`src/rtl/mul_seq_if.sv`:
```
// rtl/mul_seq_if.sv - multiply sequencer bus: pipeline operands, shared ALU port, status
interface mul_seq_if;
  logic        start;
  logic        flush;
  logic [31:0] multiplicand;
  logic [31:0] multiplier;
  logic [31:0] ex_a;
  logic [31:0] ex_b;
  logic [2:0]  ex_ctrl;
  logic [31:0] alu_a;
  logic [31:0] alu_b;
  logic [2:0]  alu_ctrl;
  logic [31:0] alu_result;
  logic        busy;
  logic        done;
  logic [31:0] product;
  logic [1:0]  product_nz;

  modport slave (
    input  start, flush, multiplicand, multiplier, ex_a, ex_b, ex_ctrl, alu_result,
    output alu_a, alu_b, alu_ctrl, busy, done, product, product_nz
  );

  modport master (
    output start, flush, multiplicand, multiplier, ex_a, ex_b, ex_ctrl, alu_result,
    input  alu_a, alu_b, alu_ctrl, busy, done, product, product_nz
  );
endinterface

```
`src/rtl/mul_seq.sv`:
```
// rtl/mul_seq.sv - shift-and-add multiply sequencer sharing the execute-stage ALU
module mul_seq #(
  parameter logic [2:0] ADD_CTRL = 3'b000,
  parameter int         WIDTH    = 32
) (
  input logic         clk,
  input logic         reset,
  mul_seq_if.slave    bus
);

  typedef enum logic [1:0] {
    S_IDLE = 2'd0,
    S_RUN  = 2'd1,
    S_DONE = 2'd2
  } state_t;

  state_t             r_state;
  state_t             w_next;
  logic [WIDTH-1:0]   r_mcand;
  logic [WIDTH-1:0]   r_mplier;
  logic [WIDTH-1:0]   r_acc;
  logic [WIDTH-1:0]   r_product;
  logic [1:0]         r_product_nz;
  logic               w_accept;
  logic               w_enter_done;
  logic [WIDTH-1:0]   w_acc_next;

  // A start only counts in IDLE and loses to a simultaneous flush.
  assign w_accept     = (r_state == S_IDLE) && bus.start && !bus.flush;
  assign w_enter_done = (r_state != S_DONE) && (w_next == S_DONE);

  // Accumulator value after this cycle's iteration; zero outside RUN so a zero multiplier yields 0.
  always_comb begin
    w_acc_next = '0;
    if (r_state == S_RUN) begin
      w_acc_next = r_mplier[0] ? bus.alu_result : r_acc;
    end
  end

  // State register.
  always_ff @(posedge clk or posedge reset) begin
    if (reset) begin
      r_state <= S_IDLE;
    end else begin
      r_state <= w_next;
    end
  end

  // Next-state logic: RUN ends once the top set multiplier bit has been consumed.
  always_comb begin
    w_next = r_state;
    case (r_state)
      S_IDLE: begin
        if (w_accept) begin
          w_next = (bus.multiplier == '0) ? S_DONE : S_RUN;
        end
      end
      S_RUN: begin
        if (bus.flush) begin
          w_next = S_IDLE;
        end else if ((r_mplier >> 1) == '0) begin
          w_next = S_DONE;
        end
      end
      S_DONE:  w_next = S_IDLE;
      default: w_next = S_IDLE;
    endcase
  end

  // Outputs: ALU mux is pass-through except in RUN; busy covers the accepting cycle too.
  always_comb begin
    bus.alu_a    = bus.ex_a;
    bus.alu_b    = bus.ex_b;
    bus.alu_ctrl = bus.ex_ctrl;
    bus.busy     = w_accept;
    bus.done     = 1'b0;
    case (r_state)
      S_RUN: begin
        bus.alu_a    = r_acc;
        bus.alu_b    = r_mcand;
        bus.alu_ctrl = ADD_CTRL;
        bus.busy     = 1'b1;
      end
      S_DONE:  bus.done = 1'b1;
      default: ;
    endcase
  end

  // Operand capture and per-iteration shift; bits shifted past the top simply fall off.
  always_ff @(posedge clk or posedge reset) begin
    if (reset) begin
      r_mcand  <= '0;
      r_mplier <= '0;
      r_acc    <= '0;
    end else if (w_accept) begin
      r_mcand  <= bus.multiplicand;
      r_mplier <= bus.multiplier;
      r_acc    <= '0;
    end else if (r_state == S_RUN) begin
      r_acc    <= w_acc_next;
      r_mcand  <= r_mcand << 1;
      r_mplier <= r_mplier >> 1;
    end
  end

  // Result register: loaded only on entry to DONE, so a flushed run leaves it untouched.
  always_ff @(posedge clk or posedge reset) begin
    if (reset) begin
      r_product    <= '0;
      r_product_nz <= 2'b01;
    end else if (w_enter_done) begin
      r_product    <= w_acc_next;
      r_product_nz <= {w_acc_next[WIDTH-1], (w_acc_next == '0)};
    end
  end

  assign bus.product    = r_product;
  assign bus.product_nz = r_product_nz;

endmodule

```
`src/flat_wrapper.sv`:
```
// flat-port wrapper written by rule: the top's interface ports become plain ports
module mul_seq_flat 
#(
  parameter logic [2:0] ADD_CTRL = 3'b000,
  parameter int         WIDTH    = 32
)
  (clk, reset, bus_start, bus_flush, bus_multiplicand, bus_multiplier, bus_ex_a, bus_ex_b, bus_ex_ctrl, bus_alu_result, bus_alu_a, bus_alu_b, bus_alu_ctrl, bus_busy, bus_done, bus_product, bus_product_nz);
  mul_seq_if bus_i ();
  input logic clk;
  input logic reset;
  input wire logic [$bits(bus_i.start)-1:0] bus_start;
  input wire logic [$bits(bus_i.flush)-1:0] bus_flush;
  input wire logic [$bits(bus_i.multiplicand)-1:0] bus_multiplicand;
  input wire logic [$bits(bus_i.multiplier)-1:0] bus_multiplier;
  input wire logic [$bits(bus_i.ex_a)-1:0] bus_ex_a;
  input wire logic [$bits(bus_i.ex_b)-1:0] bus_ex_b;
  input wire logic [$bits(bus_i.ex_ctrl)-1:0] bus_ex_ctrl;
  input wire logic [$bits(bus_i.alu_result)-1:0] bus_alu_result;
  output wire logic [$bits(bus_i.alu_a)-1:0] bus_alu_a;
  output wire logic [$bits(bus_i.alu_b)-1:0] bus_alu_b;
  output wire logic [$bits(bus_i.alu_ctrl)-1:0] bus_alu_ctrl;
  output wire logic [$bits(bus_i.busy)-1:0] bus_busy;
  output wire logic [$bits(bus_i.done)-1:0] bus_done;
  output wire logic [$bits(bus_i.product)-1:0] bus_product;
  output wire logic [$bits(bus_i.product_nz)-1:0] bus_product_nz;
  assign bus_i.start = bus_start;
  assign bus_i.flush = bus_flush;
  assign bus_i.multiplicand = bus_multiplicand;
  assign bus_i.multiplier = bus_multiplier;
  assign bus_i.ex_a = bus_ex_a;
  assign bus_i.ex_b = bus_ex_b;
  assign bus_i.ex_ctrl = bus_ex_ctrl;
  assign bus_i.alu_result = bus_alu_result;
  assign bus_alu_a = bus_i.alu_a;
  assign bus_alu_b = bus_i.alu_b;
  assign bus_alu_ctrl = bus_i.alu_ctrl;
  assign bus_busy = bus_i.busy;
  assign bus_done = bus_i.done;
  assign bus_product = bus_i.product;
  assign bus_product_nz = bus_i.product_nz;
  mul_seq #(.ADD_CTRL(ADD_CTRL), .WIDTH(WIDTH)) u_core (.clk(clk), .reset(reset), .bus(bus_i));
endmodule
```
`config.mk`:
```
export PLATFORM = sky130hd
export DESIGN_NAME = mul_seq_flat
export DESIGN_NICKNAME = d
export VERILOG_FILES = /design/src/rtl/mul_seq_if.sv /design/src/rtl/mul_seq.sv /design/src/flat_wrapper.sv
export SDC_FILE = /design/constraint.sdc
export NUM_CORES = 1
export LEC_CHECK = 0
export CELL_PAD_IN_SITES_DETAIL_PLACEMENT = 1
export CELL_PAD_IN_SITES_GLOBAL_PLACEMENT = 1
export CORE_MARGIN = 1.5
export CORE_UTILIZATION = 34
export CTS_CLUSTER_DIAMETER = 120
export DETAILED_ROUTE_END_ITERATION = 16
export GPL_TIMING_DRIVEN = 0
export PLACE_DENSITY = 0.85
export RECOVER_POWER = 25
export SLEW_MARGIN = 20
export SYNTH_ARGS = -nofsm -noshare
export SYNTH_HDL_FRONTEND = slang
export SYNTH_SLANG_ARGS = --single-unit
```
`constraint.sdc`:
```
create_clock -name clk -period 10.9 [get_ports clk]
set_clock_uncertainty 0.05 [all_clocks]
set_input_delay 2.18 -clock clk [delete_from_list [all_inputs] [get_ports clk]]
set_output_delay 2.18 -clock clk [all_outputs]
set_load 0.05 [all_outputs]
```
==> results_dict.tcl <==
set metrics [dict create \
    status "complete, but fails checks" \
    violations "capacitance limit, slew limit" \
    synth_cells 828 \
    boundaryPins 270 \
    cts_setup_buffers 0 \
    dieWidth_um 146 \
    synth_warnings 0 \
    cp_max_fo 10 \
    clk_path_buf_depth 2 \
    portBuffers 269 \
    grt_max_degree 86 \
    yosysSeqAreaShare 0.471 \
    dp_cells 1368 \
    max_cap_violations 1 \
    start_util 0.345 \
    reg2reg_slack_ns 8.63 \
    finalWeightedCongestion 0.775 \
    clkLatencyLatePin_ns 0.42 \
    hold-worst-slack_ns 0.457 \
    syn_to_final_growth_pct 53.7 \
    hold_violations 0 \
    synth_edf_count 0 \
    wl_mm 26.2 \
    syn_area_per_cell_um2 8.40 \
    period_share 0.639 \
    drtAntennaViolNets 0 \
    path_class "in -> out" \
    rsz0062_at_grt "false" \
    ys_async_sr_fraction 1.00 \
    wl_per_cell_um 18.7 \
    fin_setup_tns_ns 0 \
    clockRootBuffer "clkbuf_16" \
    core.rowCount 52 \
    final_util 0.530 \
    dieArea_mm2 0.0213 \
    finalSetupViolCount 0 \
    clkSlewWorstSetupHoldPaths_ns 0.06 \
    num_vias 7167 \
    ys_top_cells_by_count "nand2_1 (353), dfrtp_1 (130), mux2i_1 (64)" \
    route.detailed.drc 0 \
    grt_pass1_wl_mm 41.6 \
    die_h_um 146 \
    ys_ff_latch 131 \
    synth_cell_types 29 \
    wl_met3_mm 1.03 \
    ys.flop_type "dfrtp_1" \
    top_layer "met4" \
    cts.sinks 131 \
    drt_first_pass_iters 4 \
    synthTopCellsByArea "dfrtp_1 (47%), nand2_1 (19%), mux2i_1 (9.2%)" \
    fmax_ghz 0.143 \
    core_mm2 0.0202 \
    cts_max_level 4 \
    syn_area_mm2 0.00696 \
    fin_crit_ns 6.97 \
    ir_worst_vdd_uv 106 \
    wl_met1_mm 11.5 \
    cts_tree "built" \
    cp-end-kind "output port" \
    drive_above_1_share 0.0779 \
    crit_chain "clkdlybuf4s50_1, nor4b_4, buf_2, nor2_1, clkbuf_1, inv_1, clkdlybuf4s50_1" \
    cpMaxStageDelayCell "clkdlybuf4s50_1" \
    worstPathRequired_ns 8.67 \
    grt_remaining_overflow 0 \
    crit_buf_inv 5 \
    p_leak_uw 0.00482 \
    dr_wl_met2_mm 12.9 \
    antenna_found_initial 2 \
    drt-initial-drc-count 302 \
    fin_nets 1284 \
    cts_inserted_buffers 17 \
    power_density_mw_per_mm2 187 \
    grt_pass1_vias 7578 \
    crit_family "buffers and inverters" \
    vias_per_cell 5.11 \
    maxSlewViolCount 47 \
    start_kind "primary input" \
    yosys.area.top_type "dfrtp_1" \
    synth_top_area_frac 0.468 \
    cts_resized 0 \
    relSlewSlack -0.507 \
    grt_usage 0.248 \
    yosysMostFrequentCell "nand2_1" \
    hp-class "reg -> reg" \
    dpl.hpwl_mm 19.8 \
    tightest_slew_ns 2.25 \
    crit_arrival_ns 4.74 \
    ctsHoldBuffers 0 \
    slowest_delay_ns 0.80 \
    final-instance-count-excl-fill 1402 \
    synth.net_count 995 \
    crit_top_cell "clkdlybuf4s50_1" \
]
routing by layer:
metal | vias to the layer above | GRT usage
met3 | 45 | 0.0413
li1 | 3354 | -
met1 | 3564 | 0.317
met5 | - | 0
met4 | 0 | 0.0939
met2 | 204 | 0.423
placed cells by master (no fill, tap or decap), drive strengths merged:
cell type and count:
nor4b 1, nor2b 2, and2 4, o32ai 1
clkdlybuf4s50 268, clkbuf 51, nor4 32, a22oi 30
mux2i 64, bufinv 6, inv 3, dlygate4sd3 1
mux2 33, a211o 1, clkinvlp 2, nand4 8
nand2b 1, nand3 2, nand2 353, buf 27
dfstp 1, or4b 1, clkinv 5, a21oi 33
o21ai 32, dfrtp 130, nor3 2, nor2 36
diode 2
cell families after synthesis:
family	Yosys count	synth area share
buffers and inverters	61	0.0390
AND/OR/NAND/NOR	442	0.261
flip-flops	131	0.471
multiplexers	97	0.147
AO/OA/AOI/OAI	97	0.0822
worst reg2reg max path: stages (launching register included):
cell and delay (ns):
dfrtp_1 0.43, nor4b_4 0.44, buf_2 0.35, buf_2 0.31, clkbuf_1 0.43, a21oi_1 0.11
sequential cells by signal (all words and copies together) (netlist names):
signal                 flops
u_core.r_acc              32
u_core.r_state             2
u_core.r_mcand            32
u_core.r_mplier           32
u_core.bus.product_nz      1
u_core.bus.product        32
final timing paths:
path,start,depth (start not counted),endpoint
max,bus_flush,7,bus_busy
max in group asynchronous,reset,3,u_core.bus.product_nz[0]$_DFFE_PP1P_
max reg2reg,u_core.r_state[0]$_DFF_PP0_,5,u_core.r_acc[12]$_DFFE_PP0P_
min in group asynchronous,reset,2,u_core.bus.product[27]$_DFFE_PP0P_
min reg2reg,u_core.bus.product[30]$_DFFE_PP0P_,1,u_core.bus.product[30]$_DFFE_PP0P_
min,u_core.bus.product[30]$_DFFE_PP0P_,1,u_core.bus.product[30]$_DFFE_PP0P_
through the flow:
stage / cell area [µm²] / total power, µW / setup slack, ns
floorplan: 6960 / 1080 / 5.17
global placement: 9990 / 1320 / 3.02
detailed placement: 10000 / 1340 / 3.92
CTS: 10700 / 2010 / 3.88
global route: 10700 / 2100 / 3.75
finish: 10700 / 2000 / 3.93
where the power goes:
part / total, µW / internal [µW] / switching (µW)
logic: 642 / 254 / 388
clock network: 658 / 435 / 223
registers: 697 / 592 / 105
total: 2000 / 1280 / 715
cell type report:
class,instances,area [µm²]
Inverter,3,12.5
Buffer,58,260
Antenna cell,2,5.00
Clock inverter,13,229
Timing Repair Buffer,270,2720
Multi-Input combinational cell,636,3410
Fill cell,2355,9480
Tap cell,270,338
Clock buffer,19,443
Sequential cell,131,3280
Note: power is estimated with default switching activity, not from simulation.
